===== src/rtl/load_store_unit_pkg.sv =====
// Shared definitions for the load/store unit: size codes, I/O register offsets,
// FSM states and the big-endian lane helpers used by the unit and writeback.
package load_store_unit_pkg;

    localparam logic [1:0] SZ_BYTE = 2'b00;
    localparam logic [1:0] SZ_HALF = 2'b01;
    localparam logic [1:0] SZ_WORD = 2'b10;

    localparam logic [3:0] IO_TX_READY = 4'h0;
    localparam logic [3:0] IO_RX_VALID = 4'h4;
    localparam logic [3:0] IO_RX_DATA  = 4'h8;
    localparam logic [3:0] IO_TX_DATA  = 4'hC;

    typedef enum logic [1:0] {
        ST_IDLE,
        ST_MEM_RD,
        ST_IO_WAIT,
        ST_RESP
    } lsu_state_e;

    // Size code 2'b11 behaves as a word everywhere.
    function automatic logic lsu_misaligned(input logic [1:0] size, input logic [1:0] off);
        logic bad;
        case (size)
            SZ_BYTE: bad = 1'b0;
            SZ_HALF: bad = off[0];
            default: bad = (off != 2'b00);
        endcase
        return bad;
    endfunction

    function automatic logic [3:0] lsu_store_we(input logic [1:0] size, input logic [1:0] off);
        logic [3:0] we;
        case (size)
            SZ_BYTE: we = 4'b1000 >> off;
            SZ_HALF: we = off[1] ? 4'b0011 : 4'b1100;
            default: we = 4'b1111;
        endcase
        return we;
    endfunction

    function automatic logic [31:0] lsu_store_data(input logic [1:0] size, input logic [31:0] wdata);
        logic [31:0] d;
        case (size)
            SZ_BYTE: d = {4{wdata[7:0]}};
            SZ_HALF: d = {2{wdata[15:0]}};
            default: d = wdata;
        endcase
        return d;
    endfunction

    // Offset 0 is the most significant byte of the word.
    function automatic logic [31:0] lsu_align_load(input logic [31:0] data, input logic [1:0] off,
                                                   input logic [1:0] size, input logic is_unsigned);
        logic [7:0]  b;
        logic [15:0] h;
        logic [31:0] r;
        case (off)
            2'd0:    b = data[31:24];
            2'd1:    b = data[23:16];
            2'd2:    b = data[15:8];
            default: b = data[7:0];
        endcase
        h = off[1] ? data[15:0] : data[31:16];
        case (size)
            SZ_BYTE: r = is_unsigned ? {24'b0, b} : {{24{b[7]}}, b};
            SZ_HALF: r = is_unsigned ? {16'b0, h} : {{16{h[15]}}, h};
            default: r = data;
        endcase
        return r;
    endfunction

endpackage


===== src/rtl/load_store_unit_load_align.sv =====
// Combinational extract/extend of a loaded word; also usable by the writeback stage.
module load_align
    import load_store_unit_pkg::*;
(
    input  logic [31:0] data,
    input  logic [1:0]  off,
    input  logic [1:0]  size,
    input  logic        is_unsigned,
    output logic [31:0] result
);

    assign result = lsu_align_load(data, off, size, is_unsigned);

endmodule


===== src/rtl/load_store_unit.sv =====
// MIPS150 memory stage: routes each load/store to data RAM or the UART I/O
// window, handles alignment/extension and holds the pipeline while busy.
//
// state      | meaning
// IDLE       | accepting a request; RAM/UART strobes driven combinationally
// MEM_RD     | waiting out RAM read latency (down-counter)
// IO_WAIT    | blocking UART access waiting for its handshake
// RESP       | one-cycle turnaround before the registered response
module load_store_unit
    import load_store_unit_pkg::*;
#(
    parameter int unsigned DMEM_AW     = 12,
    parameter int unsigned RD_LATENCY  = 1,
    parameter logic [3:0]  IO_NIBBLE   = 4'h8,
    parameter bit          BLOCKING_IO = 1'b1
) (
    input  logic               CLK,
    input  logic               reset,
    input  logic               req_valid,
    input  logic               req_store,
    input  logic [1:0]         req_size,
    input  logic               req_unsigned,
    input  logic [31:0]        req_addr,
    input  logic [31:0]        req_wdata,
    output logic               stall,
    output logic               resp_valid,
    output logic [31:0]        resp_data,
    output logic               misaligned,
    output logic               mem_en,
    output logic [3:0]         mem_we,
    output logic [DMEM_AW-1:0] mem_addr,
    output logic [31:0]        mem_wdata,
    input  logic [31:0]        mem_rdata,
    output logic [7:0]         DataIn,
    output logic               DataInValid,
    input  logic               DataInReady,
    input  logic [7:0]         DataOut,
    input  logic               DataOutValid,
    output logic               DataOutReady
);

    lsu_state_e  state_q, state_d;
    logic [1:0]  cnt_q, cnt_d;
    logic [1:0]  off_q, off_d;
    logic [1:0]  size_q, size_d;
    logic        uns_q, uns_d;
    logic        store_q, store_d;
    logic [7:0]  tx_byte_q, tx_byte_d;
    logic [31:0] rdata_q, rdata_d;
    logic        resp_valid_q, resp_valid_d;
    logic [31:0] resp_data_q, resp_data_d;
    logic        misaligned_q, misaligned_d;

    logic        mis_cond;
    logic        is_io;
    logic [31:0] ram_load_data;
    logic        addr_unused;

    assign mis_cond    = lsu_misaligned(req_size, req_addr[1:0]);
    assign is_io       = (req_addr[31:28] == IO_NIBBLE);
    assign addr_unused = ^req_addr;

    load_align u_align (
        .data        (mem_rdata),
        .off         (off_q),
        .size        (size_q),
        .is_unsigned (uns_q),
        .result      (ram_load_data)
    );

    always_comb begin
        state_d      = state_q;
        cnt_d        = cnt_q;
        off_d        = off_q;
        size_d       = size_q;
        uns_d        = uns_q;
        store_d      = store_q;
        tx_byte_d    = tx_byte_q;
        rdata_d      = rdata_q;
        resp_valid_d = 1'b0;
        resp_data_d  = 32'h0;
        misaligned_d = 1'b0;
        stall        = 1'b0;
        mem_en       = 1'b0;
        mem_we       = 4'h0;
        mem_addr     = '0;
        mem_wdata    = 32'h0;
        DataIn       = 8'h0;
        DataInValid  = 1'b0;
        DataOutReady = 1'b0;

        case (state_q)
            ST_IDLE: begin
                if (req_valid && mis_cond) begin
                    misaligned_d = 1'b1;
                    resp_valid_d = 1'b1;
                end else if (req_valid) begin
                    stall     = 1'b1;
                    off_d     = req_addr[1:0];
                    size_d    = req_size;
                    uns_d     = req_unsigned;
                    store_d   = req_store;
                    tx_byte_d = req_wdata[7:0];
                    rdata_d   = 32'h0;
                    if (!is_io) begin
                        mem_en   = 1'b1;
                        mem_addr = req_addr[DMEM_AW+1:2];
                        if (req_store) begin
                            mem_we    = lsu_store_we(req_size, req_addr[1:0]);
                            mem_wdata = lsu_store_data(req_size, req_wdata);
                            state_d   = ST_RESP;
                        end else begin
                            cnt_d   = 2'(RD_LATENCY - 1);
                            state_d = ST_MEM_RD;
                        end
                    end else begin
                        // Handshakes complete here when the UART is already ready.
                        state_d = ST_RESP;
                        case (req_addr[3:0])
                            IO_TX_READY: if (!req_store) rdata_d = {31'b0, DataInReady};
                            IO_RX_VALID: if (!req_store) rdata_d = {31'b0, DataOutValid};
                            IO_RX_DATA: begin
                                if (!req_store) begin
                                    if (DataOutValid) begin
                                        DataOutReady = 1'b1;
                                        rdata_d      = {24'b0, DataOut};
                                    end else if (BLOCKING_IO) begin
                                        state_d = ST_IO_WAIT;
                                    end
                                end
                            end
                            IO_TX_DATA: begin
                                if (req_store) begin
                                    DataInValid = 1'b1;
                                    DataIn      = req_wdata[7:0];
                                    if (!DataInReady && BLOCKING_IO) state_d = ST_IO_WAIT;
                                end
                            end
                            default: ;
                        endcase
                    end
                end
            end
            ST_MEM_RD: begin
                stall = 1'b1;
                if (cnt_q == 2'd0) begin
                    resp_valid_d = 1'b1;
                    resp_data_d  = ram_load_data;
                    state_d      = ST_IDLE;
                end else begin
                    cnt_d = cnt_q - 2'd1;
                end
            end
            ST_IO_WAIT: begin
                stall = 1'b1;
                if (store_q) begin
                    DataInValid = 1'b1;
                    DataIn      = tx_byte_q;
                    if (DataInReady) begin
                        resp_valid_d = 1'b1;
                        state_d      = ST_IDLE;
                    end
                end else if (DataOutValid) begin
                    DataOutReady = 1'b1;
                    resp_valid_d = 1'b1;
                    resp_data_d  = {24'b0, DataOut};
                    state_d      = ST_IDLE;
                end
            end
            ST_RESP: begin
                stall        = 1'b1;
                resp_valid_d = 1'b1;
                resp_data_d  = rdata_q;
                state_d      = ST_IDLE;
            end
            default: state_d = ST_IDLE;
        endcase

        // Strobes must drop the moment reset is applied, not at the next edge.
        if (reset) begin
            stall        = 1'b0;
            mem_en       = 1'b0;
            mem_we       = 4'h0;
            mem_addr     = '0;
            mem_wdata    = 32'h0;
            DataIn       = 8'h0;
            DataInValid  = 1'b0;
            DataOutReady = 1'b0;
        end
    end

    always_ff @(posedge CLK or posedge reset) begin
        if (reset) begin
            state_q      <= ST_IDLE;
            cnt_q        <= 2'd0;
            off_q        <= 2'd0;
            size_q       <= 2'd0;
            uns_q        <= 1'b0;
            store_q      <= 1'b0;
            tx_byte_q    <= 8'h0;
            rdata_q      <= 32'h0;
            resp_valid_q <= 1'b0;
            resp_data_q  <= 32'h0;
            misaligned_q <= 1'b0;
        end else begin
            state_q      <= state_d;
            cnt_q        <= cnt_d;
            off_q        <= off_d;
            size_q       <= size_d;
            uns_q        <= uns_d;
            store_q      <= store_d;
            tx_byte_q    <= tx_byte_d;
            rdata_q      <= rdata_d;
            resp_valid_q <= resp_valid_d;
            resp_data_q  <= resp_data_d;
            misaligned_q <= misaligned_d;
        end
    end

    assign resp_valid = resp_valid_q;
    assign resp_data  = resp_data_q;
    assign misaligned = misaligned_q;

endmodule


===== config.mk =====
export PLATFORM = sky130hd
export DESIGN_NAME = load_store_unit
export DESIGN_NICKNAME = d
export VERILOG_FILES = /design/src/rtl/load_store_unit_pkg.sv /design/src/rtl/load_store_unit_load_align.sv /design/src/rtl/load_store_unit.sv
export SDC_FILE = /design/constraint.sdc
export NUM_CORES = 1
export LEC_CHECK = 0
export ABC_AREA = 1
export CAP_MARGIN = 20
export CORE_MARGIN = 2
export CORE_UTILIZATION = 43
export DETAILED_ROUTE_END_ITERATION = 6
export GPL_TIMING_DRIVEN = 0
export HOLD_SLACK_MARGIN = 0.12
export MAX_ROUTING_LAYER = met4
export PLACE_DENSITY = 0.95
export SYNTH_ARGS = -nofsm -noshare
export SYNTH_HDL_FRONTEND = slang
export SYNTH_SLANG_ARGS = --single-unit

===== constraint.sdc =====
create_clock -name CLK -period 4.93 [get_ports CLK]
set_clock_uncertainty 0.05 [all_clocks]
set_input_delay 0.986 -clock CLK [delete_from_list [all_inputs] [get_ports CLK]]
set_output_delay 0.986 -clock CLK [all_outputs]
set_load 0.03 [all_outputs]

==> results of run 1 <==
[path summary, 6_finish.rpt]
kind	startpoint	endpoint	slack, ps	cells past startpoint
max	req_addr[0]	DataIn[6]	500	7
max reg2reg	cnt_q[0]	resp_data[29]	3100	8
min	cnt_q[0]	cnt_q[0]	430	2
max in group asynchronous	reset	tx_byte_q[4]	3300	3
min reg2reg	cnt_q[0]	cnt_q[0]	430	2
min in group asynchronous	reset	misaligned	970	2
[area by class of cell]
class | instances | share of cell area
multi-input cells | 416 | 0.3285
repair buffers | 193 | 0.3185
flip-flops and latches | 60 | 0.2463
inverters | 47 | 0.03017
clock buffers | 11 | 0.02319
well taps | 108 | 0.02216
plain buffers | 22 | 0.01888
clock inverters | 5 | 0.01231
[power breakdown]
group          leakage (nW)  switching (mW)  internal (mW)
Sequential            0.805          0.0735          0.632
Clock                 0.113           0.193          0.296
Combinational          1.88           0.823          0.465
[placed cells by master (no fill, tap or decap)]
cell	count
a21oi_1	22
a22oi_1	8
buf_1	2
buf_12	1
buf_2	5
buf_4	1
buf_6	3
bufinv_16	2
clkbuf_1	12
clkbuf_8	10
clkdlybuf4s50_1	192
clkinv_1	1
clkinv_2	3
dfrtp_1	60
ha_1	1
inv_1	37
inv_2	7
inv_4	1
inv_6	1
nand2_1	160
nand2_2	2
nand2_4	2
nand3_1	39
nand3_4	4
nor2_1	81
nor2_2	16
nor2_4	3
nor2_8	1
nor3_1	4
nor3_2	1
o2111ai_1	14
o211ai_1	1
o21a_1	1
o21ai_0	46
o21bai_1	1
o22ai_1	2
or2_2	7
[registers in the layout, indices dropped and copies added (netlist names), 2 cells and up]
register	flops
off_q	2
state_q	2
resp_data	32
size_q	2
rdata_q	8
tx_byte_q	8
cnt_q	2
[kinds of logic after synthesis]
family          Yosys count  synth area share
simple gates            320            0.3766
compound gates           95            0.1467
buf+inv                  69           0.07862
flops                    60            0.3947
fa+ha+maj                 1          0.003289
[cell usage after synthesis, drive strengths merged (2+ instances only)]
master   number  area, um^2
a21oi        22       110.1
a22oi         8       60.06
buf          11       73.82
clkbuf       11       41.29
dfrtp        60        1501
inv          46       180.2
nand2       164       635.6
nand3        43       265.3
nor2        101       457.9
nor3          5       30.03
o2111ai      14       122.6
o21ai        46       230.2
o22ai         2       12.51
or2           7       43.79
[worst reg2reg max path: cells and delay by family, from the launching register on]
kind	cells	cell delay, ps
adder cells (fa/ha/maj)	1	140
buffers and inverters	4	720
AND/OR/NAND/NOR	3	470
flip-flops	1	380
[routing by layer]
metal,vias to the layer above,track usage,part of all wire
met2,289,0.5153,0.49
li1,2175,-,-
met1,2089,0.3401,0.38
met4,0,0.1015,0.031
met5,-,-,0
met3,54,0.08089,0.10
==> run_results.csv, run 1 <==
group,metric,value,unit
power_and_ir_drop,leakagePower,2.799,nW
critical_path,worstSetupEndpointType,"output port",
routing,antenna_left,0,
floorplanning,die_area,9614,um^2
logic_synthesis,avgSynthCellArea,6.979,um^2
cells_and_area,stdcell_area,6097,um^2
timing,hold_viol,0,
cells_and_area,fin_cells,862,
cells_and_area,final_net_count,863,
logic_synthesis,syn-cell-area,3804,um^2
timing,rsz0062_at_grt,"no",
timing,fin_ws,502.9,ps
floorplanning,design.core.area,8636,um^2
routing,drt-initial-drc-count,278,
routing,via_count,4607,
grt,grt_max_degree,48,
routing,route.detailed.drc,0,
logic_synthesis,synth_edf_count,0,
power_and_ir_drop,vdd_ir_drop_max,0.0001628,V
clock_network,postCtsSetupBuffers,0,
critical_path,start_kind,"input pin",
placement,pre_cts_ws,551.0,ps
timing,drv_slew,0,
clock_network,holdBufCountCts,0,
cells_and_area,antennaDiodeCount,0,
placement,hpwl,10770,um
run,drv_cap,0,
floorplanning,rows,34,
grt,grt.total_usage,0.3006,
timing,hold_ws,432.2,ps
routing,wirelength,13970,um
timing,fin_crit_sh,0.8980,
clock_network,clk_pin_slew,70,ps
critical_path,cp_slowest_stage_delay,730,ps
cells_and_area,multi_input_area,2003,um^2
floorplanning,die_y,98.05,um
clock_network,cts_tree,"built",
outcome,status,"complete, no violations",
floorplanning,initial_core_util,0.4405,
critical_path,path_class,"in2out",
critical_path,path_max_fanout,9,
timing,worst_pin_slew,655.5,ps
logic_synthesis,async_flop_share,1.000,
clock_network,cts_made_buffers,9,
critical_path,crit_arrival,3390,ps
cells_and_area,area_delta_synth_final,60.30,%
timing,worst_slew_margin_rel,0.5614,
critical_path,cp.required,3890,ps
timing,setup-violations-final,0,
clock_network,clockBufferDepth,2,
critical_path,worst-path-buf-inv,2,
clock_network,ctsHtreeMaxLevel,3,
placement,place_area,5881,um^2
floorplanning,die_x,98.05,um
grt,antenna_found_initial,0,
cells_and_area,sequential_cell_area,1501,um^2
logic_synthesis,synth.yosys.seq_area_share,0.3947,
logic_synthesis,synth_flop_cell,"dfrtp_1",
grt,overflow,0,
logic_synthesis,synth_nets,659,
floorplanning,pin_count,207,
routing,drtPass1Iterations,5,
logic_synthesis,synth_seq_cells,60,
routing,post_drt_wl_per_cell,16.21,um
grt,grt_pass1_wl,22600,um
critical_path,critical_path.slowest_cell,"clkdlybuf4s50_1",
cells_and_area,fin_util,0.7060,
timing,fmax,225.9,MHz
placement,gp_congestion,0.9592,
grt,grt_pass1_vias,4654,
clock_network,cts_sinks,60,
placement,dpl.cell_count,846,
cells_and_area,fill_cells,668,
power_and_ir_drop,p_total,2.483,mW
critical_path,path_delay_family,"buffers and inverters",
clock_network,cts.repair.resized,0,
cells_and_area,drive_gt1_frac,0.09284,
critical_path,worstPathCellList,"clkdlybuf4s50_1 > nor2_2 > nand3_1 > nor3_2 > nand3_1 > a21oi_1 > clkdlybuf4s50_1",
clock_network,clk_latency,340,ps
logic_synthesis,synthDistinctLibCells,32,
logic_synthesis,syn-instance-count,545,
hold_path,hold_path.class,"reg2reg",
placement,portBuffers,192,
routing,via_per_inst,5.345,
power_and_ir_drop,cellPowerDensity,407.2,nW/um^2
clock_network,root_buffer,"clkbuf_8",
timing,final.setup.tns,0,ps
timing,finalCriticalPeriod,4427,ps
logic_synthesis,ys_warn_count,0,
Power figures use the tool's default switching activity.
==> inputs of run 2 (changes only) <==
--- a/config.mk
+++ b/config.mk
@@ -8,12 +8,14 @@
 export ABC_AREA = 1
 export CAP_MARGIN = 20
 export CORE_MARGIN = 2
-export CORE_UTILIZATION = 43
+export CORE_UTILIZATION = 60
 export DETAILED_ROUTE_END_ITERATION = 6
+export DONT_BUFFER_PORTS = 1
 export GPL_TIMING_DRIVEN = 0
 export HOLD_SLACK_MARGIN = 0.12
 export MAX_ROUTING_LAYER = met4
-export PLACE_DENSITY = 0.95
+export PLACE_DENSITY = 0.83
+export SLEW_MARGIN = 5
 export SYNTH_ARGS = -nofsm -noshare
 export SYNTH_HDL_FRONTEND = slang
 export SYNTH_SLANG_ARGS = --single-unit
==> run 2 against run 1 <==
Against the previous run:
- total power is 8.8% lower
- maximum frequency is 20% higher
- clock-buffer cell count is 1 higher
- global-route usage is 2.5 points higher
- sequential power is 21% higher
- first-iteration DRC count is 5.0% lower
- register-to-register slack hardly changed
- non-clock buffer count is 192 lower
- critical endpoint is now mem_we[1]
- largest power group unchanged
==> run_results.csv, run 2 (synthesized netlist as in run 1, its figures left out) <==
group,metric,value,unit
clock_network,cts_tree,"built",
clock_network,clk_pin_slew,70,ps
floorplanning,die_area,6992,um^2
hold_path,hold_depth,2,
critical_path,worstSetupEndpointType,"output port",
clock_network,root_buffer,"clkbuf_8",
power_and_ir_drop,seqPwrFrac,0.377,
clock_network,ctsHtreeMaxLevel,3,
power_and_ir_drop,leakagePower,2.106,nW
run,drv_cap,0,
clock_network,clk_latency,350,ps
floorplanning,rows,29,
routing,via_per_inst,5.956,
floorplanning,die_y,83.62,um
routing,wirelength,11010,um
power_and_ir_drop,power_frac_clock,0.245,
power_and_ir_drop,switchingPower,1.021,mW
critical_path,r2r_setup_slack,3100,ps
critical_path,worst-path-buf-inv,3,
cells_and_area,fin_util,0.6682,
timing,fmax,272.1,MHz
critical_path,worstPathCellList,"inv_2 > nand2_1 > nand2_2 > nand3_4 > inv_4 > nand3_4 > buf_2 > nor3_1",
power_and_ir_drop,intPower,1.243,mW
critical_path,reg2regPathDepth,8,
routing,wl_met1,3958,um
critical_path,r2r-end,"resp_data[25]",
critical_path,start_kind,"input pin",
power_and_ir_drop,swShare,0.4512,
timing,finalCriticalPeriod,3675,ps
critical_path,crit_arrival,2640,ps
critical_path,path_delay_family,"simple AND/OR/NAND/NOR gates",
routing,wl_met3,1270,um
power_and_ir_drop,p_total,2.264,mW
placement,hpwl,8485,um
cells_and_area,largest_reg_flops,32,
routing,wl_met2,5292,um
routing,via_count,3806,
floorplanning,design.core.area,6241,um^2
grt,grt_max_degree,38,
grt,antenna_found_initial,0,
critical_path,cp_slowest_stage_delay,780,ps
hold_path,min_from,"rdata_q[5]",
cells_and_area,layout_commonest_cell,"nand2_1",
timing,setup-violations-final,0,
timing,rsz0062_at_grt,"no",
hold_path,hold_path.class,"reg2reg",
power_and_ir_drop,power_frac_comb,0.378,
cells_and_area,drive_gt1_frac,0.1246,
hold_path,holdPathEnd,"rdata_q[5]",
timing,fin_crit_sh,0.7454,
floorplanning,die_x,83.62,um
timing,worst_pin_slew,1003,ps
routing,drt-initial-drc-count,264,
grt,grt.total_usage,0.3252,
routing,antenna_left,0,
clock_network,cts.repair.resized,0,
grt,grt_pass1_wl,17650,um
grt,grt_pass1_vias,3712,
routing,drtPass1Iterations,7,
routing,post_drt_wl_per_cell,17.23,um
clock_network,cts_sinks,60,
cells_and_area,area_delta_synth_final,9.638,%
routing,top_layer,"met4",
critical_path,path_max_fanout,10,
routing,route.detailed.drc,0,
power_and_ir_drop,vdd_ir_drop_max,0.0003412,V
placement,pre_cts_ws,1234,ps
critical_path,cp.required,3890,ps
critical_path,path_class,"in2out",
cells_and_area,final_net_count,671,
power_and_ir_drop,cellPowerDensity,542.9,nW/um^2
timing,worst_slew_margin_rel,0.3262,
cells_and_area,final_cell_mix,"160 x nand2_1, 81 x nor2_1, 60 x dfrtp_1, 46 x o21ai_0, 39 x nand3_1",
timing,hold_viol,0,
clock_network,holdBufCountCts,0,
grt,overflow,0,
timing,fin_ws,1255,ps
timing,hold_ws,432.9,ps
critical_path,critical_path.slowest_cell,"nor3_1",
placement,portBuffers,0,
clock_network,postCtsSetupBuffers,0,
clock_network,clockBufferDepth,2,
floorplanning,pin_count,207,
cells_and_area,antennaDiodeCount,0,
clock_network,cts_made_buffers,9,
timing,drv_slew,0,
critical_path,cpMostUsedCell,"nand3_4",
floorplanning,initial_core_util,0.6095,
outcome,status,"complete, no violations",
placement,gp_congestion,1.009,
critical_path,worstReg2RegStart,"cnt_q[0]",
run 2: cell types whose count changed in the layout (fill, tap and decap cells not counted):
cell	previous run	this run
clkdlybuf4s50_1	192	0
clkbuf_8	10	11
bufinv_16	2	3
clkinv_2	3	1
run 2: cell type report:
class                      instances  area, um^2
timing repair buffer               1       20.02
multi-input combinational        416        2003
inverter                          47       183.9
clock buffer                      12       155.1
fill                             536        2071
tap                               77       96.34
clock inverter                     4       95.09
buffer                            22       115.1
sequential                        60        1501
run 2: worst max-delay path by stage:
stage | start | to | slack (ps) | cells past startpoint
detailed placement | req_size[1] | mem_we[1] | 1230 | 8
finish | req_size[1] | mem_we[1] | 1250 | 8
CTS | req_size[1] | mem_we[1] | 1230 | 8
global placement | reset | mem_we[1] | -30 | 4
floorplan | reset | mem_wdata[15] | 570 | 4
global route | req_size[1] | mem_we[1] | 1130 | 8
run 2: power by group through the flow:
stage	Combinational [mW]	Sequential [mW]	Clock [mW]
4_1_cts	0.845	0.853	0.558
5_1_grt	0.962	0.868	0.580
6_report	0.856	0.853	0.555
3_5_place_dp	0.837	0.861	0
3_3_place_gp	0.814	0.857	0
2_1_floorplan	0.678	0.842	0
run 2: worst min-delay path: stages, from the launching register on:
cell	delay, ps
dfrtp_1	350
nand2_1	50
nand2_1	50
run 2: per-stage QoR:
stage	std cells	setup TNS (ps)	cell area (um^2)
2_1_floorplan	545	0	3804
3_3_place_gp	622	-34.84	3900
3_5_place_dp	623	0	3920
4_1_cts	639	0	4170
5_1_grt	639	0	4170
6_report	639	0	4170
run 2: metal layers:
metal | GRT usage | up-vias
li1 | - | 1794
met1 | 0.3538 | 1727
met2 | 0.5353 | 246
met3 | 0.1058 | 39
met4 | 0.1613 | 0
met5 | - | -
==> inputs of run 3 (changes only) <==
==> constraint.sdc (replaced) <==
create_clock -name CLK -period 3.6 [get_ports CLK]
set_clock_uncertainty 0.05 [all_clocks]
set_input_delay 0.72 -clock CLK [delete_from_list [all_inputs] [get_ports CLK]]
set_output_delay 0.72 -clock CLK [all_outputs]
set_load 0.03 [all_outputs]
==> run 3 against run 2 <==
Against the previous run:
- clock power is 30% higher
- worst setup slack lost 800 ps
- core utilization fell by 0.14 points
- die area did not move
- first-iteration DRC count is 29% lower
- largest cell class unchanged
- global-route usage fell by 2.0 points
- sequential cell count is the same
- clock-buffer cell count decreased by 2
- combinational power grew 34%
- cell area fell by 0.21%
==> run_results.csv, run 3 (synthesized netlist as in run 1, its figures left out) <==
group,metric,value,unit
cells_and_area,layout_commonest_cell,"nand2_1",
clock_network,cts_tree,"built",
timing,fmax,317.9,MHz
timing,hold_ws,217.8,ps
power_and_ir_drop,vdd_ir_drop_max,0.0004399,V
floorplanning,initial_core_util,0.6095,
critical_path,crit_arrival,2380,ps
routing,post_drt_wl_per_cell,16.56,um
placement,gp_congestion,0.9448,
clock_network,clk_latency,340,ps
critical_path,cp.required,2830,ps
grt,overflow,0,
timing,setup-violations-final,0,
critical_path,start_kind,"input pin",
timing,worst_slew_margin_rel,0.3700,
critical_path,r2r_setup_slack,1800,ps
routing,antenna_left,0,
floorplanning,die_y,83.62,um
floorplanning,die_x,83.62,um
timing,hold_viol,0,
placement,hpwl,8325,um
clock_network,holdBufCountCts,0,
floorplanning,pin_count,207,
clock_network,ctsHtreeMaxLevel,3,
floorplanning,rows,29,
timing,rsz0062_at_grt,"no",
timing,fin_crit_sh,0.8739,
placement,pre_cts_ws,492.9,ps
critical_path,path_delay_family,"simple AND/OR/NAND/NOR gates",
cells_and_area,area_delta_synth_final,9.408,%
floorplanning,design.core.area,6241,um^2
grt,grt_max_degree,43,
timing,fin_ws,454.0,ps
critical_path,cp_slowest_stage_delay,640,ps
clock_network,cts.repair.resized,0,
placement,portBuffers,0,
clock_network,cts_made_buffers,9,
grt,grt_pass1_vias,3472,
routing,route.detailed.drc,0,
critical_path,r2r-end,"resp_data[27]",
floorplanning,die_area,6992,um^2
cells_and_area,antennaDiodeCount,0,
critical_path,worstPathCellList,"nor2_1 > nand2_1 > nor3_2 > nand3_1 > a21oi_1",
critical_path,path_class,"in2out",
grt,antenna_found_initial,0,
cells_and_area,final_net_count,671,
timing,final.setup.tns,0,ps
clock_network,postCtsSetupBuffers,0,
routing,drt-initial-drc-count,188,
critical_path,worst-path-buf-inv,0,
critical_path,reg2regPathDepth,8,
cells_and_area,drive_gt1_frac,0.1248,
grt,grt.total_usage,0.3055,
grt,grt_pass1_wl,16590,um
routing,via_per_inst,5.856,
cells_and_area,fin_cells,638,
hold_path,hold_path.class,"in2async",
power_and_ir_drop,leakagePower,2.098,nW
critical_path,worstSetupEndpointType,"output port",
clock_network,clk_pin_slew,60,ps
cells_and_area,final_cell_mix,"160 x nand2_1, 81 x nor2_1, 60 x dfrtp_1, 46 x o21ai_0, 39 x nand3_1",
timing,drv_slew,0,
run,drv_cap,0,
routing,wirelength,10560,um
critical_path,path_max_fanout,9,
placement,dpl.cell_count,623,
timing,worst_pin_slew,937.7,ps
routing,via_count,3736,
power_and_ir_drop,cellPowerDensity,731.6,nW/um^2
clock_network,cts_sinks,60,
clock_network,clockBufferDepth,2,
cells_and_area,largest_reg_flops,32,
critical_path,worstReg2RegStart,"cnt_q[0]",
outcome,status,"complete, no violations",
clock_network,root_buffer,"clkbuf_8",
cells_and_area,fill_cells,545,
timing,finalCriticalPeriod,3146,ps
routing,drtPass1Iterations,5,
critical_path,critical_path.slowest_cell,"a21oi_1",
[run 3: how the worst max path moves through the flow]
stage	startpoint	endpoint	slack (ps)	cells after the start
finish	req_addr[29]	DataIn[0]	450	5
floorplan	reset	mem_wdata[15]	440	4
CTS	req_addr[29]	DataIn[0]	450	5
global placement	reset	mem_wdata[16]	60	6
detailed placement	req_addr[29]	DataIn[6]	490	5
global route	req_addr[29]	DataIn[6]	350	5
[run 3: per-layer routing]
layer / part of all wire / track usage / vias to the layer above
met2: 0.48 / 0.5113 / 219
met3: 0.096 / 0.06627 / 29
met5: 0 / - / -
met1: 0.38 / 0.3478 / 1699
li1: - / - / 1789
met4: 0.036 / 0.1481 / 0
[run 3: final cells by class]
cell class              instances  area (um^2)  share of cell area
well taps                      77        96.34             0.02315
clock buffers                  10        137.6             0.03307
multi-input cells             416         2003              0.4814
inverters                      47        187.7             0.04510
plain buffers                  22        115.1             0.02766
flip-flops and latches         60         1501              0.3608
repair buffers                  1        20.02            0.004811
clock inverters                 5        100.1             0.02405
[run 3: power breakdown]
group / total [mW] / switching [mW] / internal (mW)
sequential: 1.17 / 0.303 / 0.866
clock: 0.724 / 0.252 / 0.472
combinational: 1.15 / 0.812 / 0.340
[run 3: worst reg2reg max path, cell delays in order (launching register included)]
cell and delay, ps:
dfrtp_1 380, inv_1 80, ha_1 140, clkbuf_1 250, inv_1 190, nor2_8 220, nand3_4 150, buf_6 170
nor2_1 90
[run 3: through the flow]
step	power (mW)	util	area, um^2
floorplan	2.081	-	3807
global placement	2.287	0.6255	3904
detailed placement	2.314	0.6287	3924
CTS	3.039	0.6668	4161
global route	3.247	0.6668	4161
finish	3.044	0.6668	4161
